`src/rtl/seq_pkg.sv`:
```
`default_nettype none
`timescale 1ns/1ps
// ============================================================================
// seq_pkg : shared encodings and defaults for the 1001 frame transmitter
//           and its reference detector.   Rev 1.0
// ============================================================================
package seq_pkg;

    localparam int C_WIDTH_DEF = 16;
    localparam int C_LEN_W_DEF = 5;

    typedef enum logic [1:0] {
        TX_IDLE  = 2'd0,
        TX_SHIFT = 2'd1,
        TX_DONE  = 2'd2
    } tx_state_e;

    typedef enum logic [1:0] {
        DET_S0   = 2'd0,
        DET_S1   = 2'd1,
        DET_S10  = 2'd2,
        DET_S100 = 2'd3
    } det_state_e;

endpackage
`default_nettype wire

```
`src/rtl/seq_1001_model.sv`:
```
`default_nettype none
`timescale 1ns/1ps
// ============================================================================
// seq_1001_model : non-overlapping Mealy 1001 detector (golden reference).
//                  Rev 1.0
// ============================================================================
module seq_1001_model
    import seq_pkg::*;
(
    input  logic clk,
    input  logic reset_n,
    input  logic clr,
    input  logic en,
    input  logic x,
    output logic y
);

    det_state_e state_q;
    det_state_e state_d;

    always_ff @(posedge clk or negedge reset_n) begin
        if (!reset_n) begin
            state_q <= DET_S0;
        end else begin
            state_q <= state_d;
        end
    end

    always_comb begin
        state_d = state_q;
        if (clr) begin
            state_d = DET_S0;
        end else if (en) begin
            case (state_q)
                DET_S0:   state_d = x ? DET_S1   : DET_S0;
                DET_S1:   state_d = x ? DET_S1   : DET_S10;
                DET_S10:  state_d = x ? DET_S1   : DET_S100;
                // A match consumes the trailing 1, so both arcs restart at S0.
                DET_S100: state_d = DET_S0;
                default:  state_d = DET_S0;
            endcase
        end
    end

    assign y = en && (state_q == DET_S100) && x;

endmodule
`default_nettype wire

```
`src/rtl/seq_1001_tx.sv`:
```
`default_nettype none
`timescale 1ns/1ps
// ============================================================================
// seq_1001_tx : serialises a len-bit frame MSB first and reports the expected
//               1001 detector output and per-frame match count.   Rev 1.0
// ============================================================================
module seq_1001_tx
    import seq_pkg::*;
#(
    parameter int WIDTH = C_WIDTH_DEF,
    parameter int LEN_W = C_LEN_W_DEF
) (
    input  logic             clk,
    input  logic             reset_n,
    input  logic             load,
    input  logic [WIDTH-1:0] data_in,
    input  logic [LEN_W-1:0] len,
    output logic             xout,
    output logic             valid,
    output logic             busy,
    output logic             done,
    output logic             y_exp,
    output logic [7:0]       match_cnt
);

    localparam logic [LEN_W-1:0] C_WIDTH_L = LEN_W'(WIDTH);

    tx_state_e        state_q, state_d;
    logic [WIDTH-1:0] shreg_q, shreg_d;
    logic [LEN_W-1:0] cnt_q, cnt_d;
    logic             xout_q, xout_d;
    logic [7:0]       match_cnt_q, match_cnt_d;

    logic             w_accept;
    logic             w_valid;
    logic             w_y;
    logic [LEN_W-1:0] w_len_eff;
    logic [LEN_W-1:0] w_pad;
    logic [WIDTH-1:0] w_aligned;

    // Left-justify the len-bit window so the first bit to send sits at the MSB.
    assign w_len_eff = (len > C_WIDTH_L) ? C_WIDTH_L : len;
    assign w_pad     = C_WIDTH_L - w_len_eff;
    assign w_aligned = data_in << w_pad;
    assign w_valid   = (state_q == TX_SHIFT);

    always_ff @(posedge clk or negedge reset_n) begin
        if (!reset_n) begin
            state_q     <= TX_IDLE;
            shreg_q     <= '0;
            cnt_q       <= '0;
            xout_q      <= 1'b0;
            match_cnt_q <= '0;
        end else begin
            state_q     <= state_d;
            shreg_q     <= shreg_d;
            cnt_q       <= cnt_d;
            xout_q      <= xout_d;
            match_cnt_q <= match_cnt_d;
        end
    end

    always_comb begin
        state_d     = state_q;
        shreg_d     = shreg_q;
        cnt_d       = cnt_q;
        xout_d      = 1'b0;
        w_accept    = 1'b0;
        match_cnt_d = match_cnt_q;

        case (state_q)
            TX_IDLE: begin
                if (load) begin
                    w_accept = 1'b1;
                    if (w_len_eff == '0) begin
                        state_d = TX_DONE;
                    end else begin
                        state_d = TX_SHIFT;
                        xout_d  = w_aligned[WIDTH-1];
                        shreg_d = w_aligned << 1;
                        cnt_d   = w_len_eff - LEN_W'(1);
                    end
                end
            end
            TX_SHIFT: begin
                // cnt_q holds the bits still to send after the one on xout.
                if (cnt_q == '0) begin
                    state_d = TX_DONE;
                end else begin
                    xout_d  = shreg_q[WIDTH-1];
                    shreg_d = shreg_q << 1;
                    cnt_d   = cnt_q - LEN_W'(1);
                end
            end
            TX_DONE: begin
                state_d = TX_IDLE;
            end
            default: begin
                state_d = TX_IDLE;
            end
        endcase

        if (w_accept) begin
            match_cnt_d = '0;
        end else if (w_y && (match_cnt_q != 8'hFF)) begin
            match_cnt_d = match_cnt_q + 8'd1;
        end
    end

    seq_1001_model u_model (
        .clk     (clk),
        .reset_n (reset_n),
        .clr     (w_accept),
        .en      (w_valid),
        .x       (xout_q),
        .y       (w_y)
    );

    assign xout      = xout_q;
    assign valid     = w_valid;
    assign busy      = w_valid;
    assign done      = (state_q == TX_DONE);
    assign y_exp     = w_y;
    assign match_cnt = match_cnt_q;

endmodule
`default_nettype wire

```
`config.mk`:
```
export PLATFORM = sky130hd
export DESIGN_NAME = seq_1001_tx
export DESIGN_NICKNAME = d
export VERILOG_FILES = /design/src/rtl/seq_pkg.sv /design/src/rtl/seq_1001_model.sv /design/src/rtl/seq_1001_tx.sv
export SDC_FILE = /design/constraint.sdc
export NUM_CORES = 1
export LEC_CHECK = 0
export CORE_AREA = 2 2 97 99
export CTS_CLUSTER_DIAMETER = 60
export DETAILED_ROUTE_END_ITERATION = 6
export DIE_AREA = 0 0 99 101
export PLACE_DENSITY_LB_ADDON = 0.2
export SYNTH_ARGS = -nofsm -noshare
export SYNTH_HDL_FRONTEND = slang
export SYNTH_HIERARCHICAL = 1
export SYNTH_SLANG_ARGS = --single-unit
export TNS_END_PERCENT = 5
```
`constraint.sdc`:
```
create_clock -name clk -period 5.3 [get_ports clk]
set_input_delay 0.795 -clock clk [delete_from_list [all_inputs] [get_ports clk]]
set_output_delay 0.795 -clock clk [all_outputs]
set_load 0.1 [all_outputs]
```
==> flow_metrics.py <==
metrics = {
    "status": {
        "status": "complete, no violations",
    },
    "synthesis": {
        "yosys.area_share.simple_pct": 23.0,
        "synthArstFlopShare_pct": 100,
        "synthFlopType": "dfrtp_1",
        "synth_mux_area_share_pct": 17.9,
        "synth_cell_types": 58,
        "avgSynthCellArea_sq_um": 9.27,
        "yosysSeqAreaShare_pct": 31.8,
        "syn-cell-area_sq_mm": 0.00259,
        "ys_seq_elements": 33,
        "synthCells": 280,
        "synth_top_family_by_area": "simple AND/OR/NAND/NOR gates",
        "synth_compound_area_share_pct": 16.2,
        "synth-xor-area-share_pct": 4.39,
        "synth_fp_nets": 308,
        "synth-edff-count": 0,
        "yosysWarnings": 6,
        "synth_fa_ha_area_share_pct": 1.93,
    },
    "global_route": {
        "grt_pass1_wl_um": 11000,
        "antenna_found_initial": 0,
        "grt_pass1_vias": 2127,
        "grt-ovfl-total": 0,
        "grt_max_degree": 34,
        "track_usage_pct": 13.9,
    },
    "floorplanning": {
        "die_y_um": 101,
        "rows": 35,
        "die-area_sq_mm": 0.0100,
        "die_w_um": 99,
        "ios": 37,
        "coreArea_sq_mm": 0.00898,
        "initial_core_util_pct": 28.9,
    },
    "critical_path": {
        "cp_max_fo": 26,
        "critical_path_class": "flop to primary output",
        "critical_path_arrival_ps": 3020,
        "cpPeakStageDelay_ps": 1140,
        "cp_data_required_time_ps": 4510,
        "crit_slowest_cell": "clkdlybuf4s50_1",
        "critPathLaunchType": "flop",
        "end_kind": "primary output",
        "crit_chain": "nand2b_1 > inv_2 > and4_2 > clkdlybuf4s50_1",
    },
    "sta": {
        "rsz0062_at_grt": "false",
        "tightest_slew_ps": 973,
        "setup_viol": 0,
        "final-max-slew-violation-count": 0,
        "hold_viol_final": 0,
        "skew_ps": 3.75,
        "maxSlewHeadroom_pct": 34.9,
        "fin_setup_tns_ps": 0,
        "min_period_over_period_pct": 72.0,
        "fmax_mhz": 262,
        "period_needed_ps": 3820,
    },
    "cells_and_area": {
        "drive_gt1_share_pct": 12.5,
        "num-fill-cells": 910,
        "area.growth.synth_to_final_pct": 20.0,
        "mostFrequentLayoutCells": "nor2_1 (38), clkdlybuf4s50_1 (36), dfrtp_1 (33)",
        "nNetsFinal": 340,
        "final_common_cell": "nor2_1",
        "diodes": 0,
        "final_area_sq_mm": 0.00311,
    },
    "detailed_routing": {
        "drc": 0,
        "via_per_inst": 5.23,
        "drt_wl_total_um": 6570,
        "route.antenna.remaining_nets": 0,
        "drtIter0Drc": 92,
        "post_drt_wl_per_cell_um": 15.5,
        "vias": 2218,
        "drt-pass1-iter-count": 4,
    },
    "clock_tree": {
        "postCtsResizedCells": 0,
        "cts_tree": "done",
        "cts_max_level": 2,
        "clk_pin_slew_ps": 70,
        "postCtsHoldBufs": 0,
        "cts.sinks": 33,
        "post_cts_buffers": 0,
        "clk_latency_ps": 280,
        "cts_buffers": 5,
        "clockBufferDepth": 2,
        "cts_root_buffer": "clkbuf_8",
    },
    "power": {
        "p_per_area_mw_per_mm2": 413,
        "leakage_nw": 1.22,
        "p_comb_share_pct": 53.3,
        "swShare_pct": 46.5,
        "clkPwrFrac_pct": 14.8,
        "peakVddDrop_v": 0.000109,
        "power.switching_mw": 0.598,
        "internal_power_mw": 0.689,
        "seqPwrFrac_pct": 32.0,
    },
    "placement": {
        "dp_hpwl_um": 4860,
        "portBuffers": 36,
        "dpl-instance-area_sq_mm": 0.00303,
        "globalplace.congestion": 0.840,
    },
    "flow_run": {
        "cap_violations": 0,
    },
    "hold_path": {
        "hp-class": "flop to flop",
    },
}
==> cell families after synthesis <==
kind of cell / count (synthesis)
adders and majority gates: 4
DFF: 33
AOI/OAI and AO/OA: 62
xor gates and xnor gates: 10
buffers and inverters: 22
muxes: 35
and+or+nand+nor: 114
==> synth_stat cells (4+ instances only) <==
cell type  instances  area (sq um)
xor2_1             5          43.8
o21ai_1            6          30.0
and3_1             9          56.3
a221oi_1           5          43.8
mux2i_1           20           200
inv_1              4          15.0
a31oi_1            4          25.0
buf_2              7          35.0
nand3_1            9          45.0
nor2_1            38           143
nand2_1           14          52.6
mux4_2             6           135
dfrtp_1           33           826
nor4_1             4          25.0
clkbuf_1           4          15.0
nand4_1            4          25.0
nand2b_1           6          37.5
ha_1               4          50.1
nor3_1             6          30.0
a21oi_1           24           120
nor2b_1            6          37.5
==> registers in the layout (all words and copies together), names as in the netlist <==
signal and flops:
u_model/state_q 2, cnt_q 5, match_cnt 8, state_q 2, shreg_q 15, xout 1
==> power by group through the flow <==
stage | logic (mW) | registers [mW] | clock network (mW)
after floorplan | 0.498 | 0.447 | 0
after detailed placement | 0.690 | 0.414 | 0
after CTS | 0.689 | 0.412 | 0.195
final | 0.685 | 0.412 | 0.190
after global placement | 0.679 | 0.417 | 0
after global routing | 0.753 | 0.425 | 0.208
==> critical path: cells and delay by family, from the launching register on <==
kind	cells	cell delay, ps
buffers and inverters	2	1600
and+or+nand+nor	2	720
DFF	1	410
==> metal layers <==
layer / up-vias / routed length [um] / GRT usage (%)
met3: 13 / 332 / 2.91
li1: 1100 / - / -
met4: 0 / 179 / 5.48
met5: - / 0 / 0
met2: 71 / 2800 / 20.7
met1: 1034 / 3260 / 19.6
==> path summary, 6_finish.rpt <==
path | from | end | slack (ps) | cells past startpoint
worst max-delay path | state_q[1]$_DFFE_PN0P_ | y_exp | 1480 | 4
worst min register to register | state_q[1]$_DFFE_PN0P_ | state_q[1]$_DFFE_PN0P_ | 480 | 1
max in group asynchronous | reset_n | cnt_q[1]$_DFFE_PN0P_ | 4070 | 2
worst min-delay path | state_q[1]$_DFFE_PN0P_ | state_q[1]$_DFFE_PN0P_ | 480 | 1
worst max register to register | state_q[1]$_DFFE_PN0P_ | match_cnt[7]$_DFFE_PN0P_ | 2560 | 8
min in group asynchronous | reset_n | match_cnt[4]$_DFFE_PN0P_ | 920 | 2
==> metrics by stage <==
| step | hold WS, ps | utilization, % | cells | setup slack, ps | total power, mW |
|---|---|---|---|---|---|
| floorplan | 431 | - | 280 | 1390 | 0.944 |
| global placement | 446 | 33.7 | 416 | 1370 | 1.10 |
| detailed placement | 469 | 33.7 | 416 | 1330 | 1.10 |
| CTS | 481 | 34.7 | 424 | 1480 | 1.30 |
| global route | 509 | 34.7 | 424 | 1360 | 1.39 |
| finish | 480 | 34.7 | 424 | 1480 | 1.29 |
==> layout make-up <==
cell class | instances | area, sq um | share of cell area [%]
clock buffers | 5 | 68.8 | 2.21
flip-flops and latches | 33 | 826 | 26.5
repair buffers | 40 | 390 | 12.5
well taps | 111 | 139 | 4.46
clock inverters | 3 | 17.5 | 0.562
multi-input cells | 225 | 1650 | 52.9
inverters | 7 | 26.3 | 0.844
Note: power is estimated with default switching activity, not from simulation.
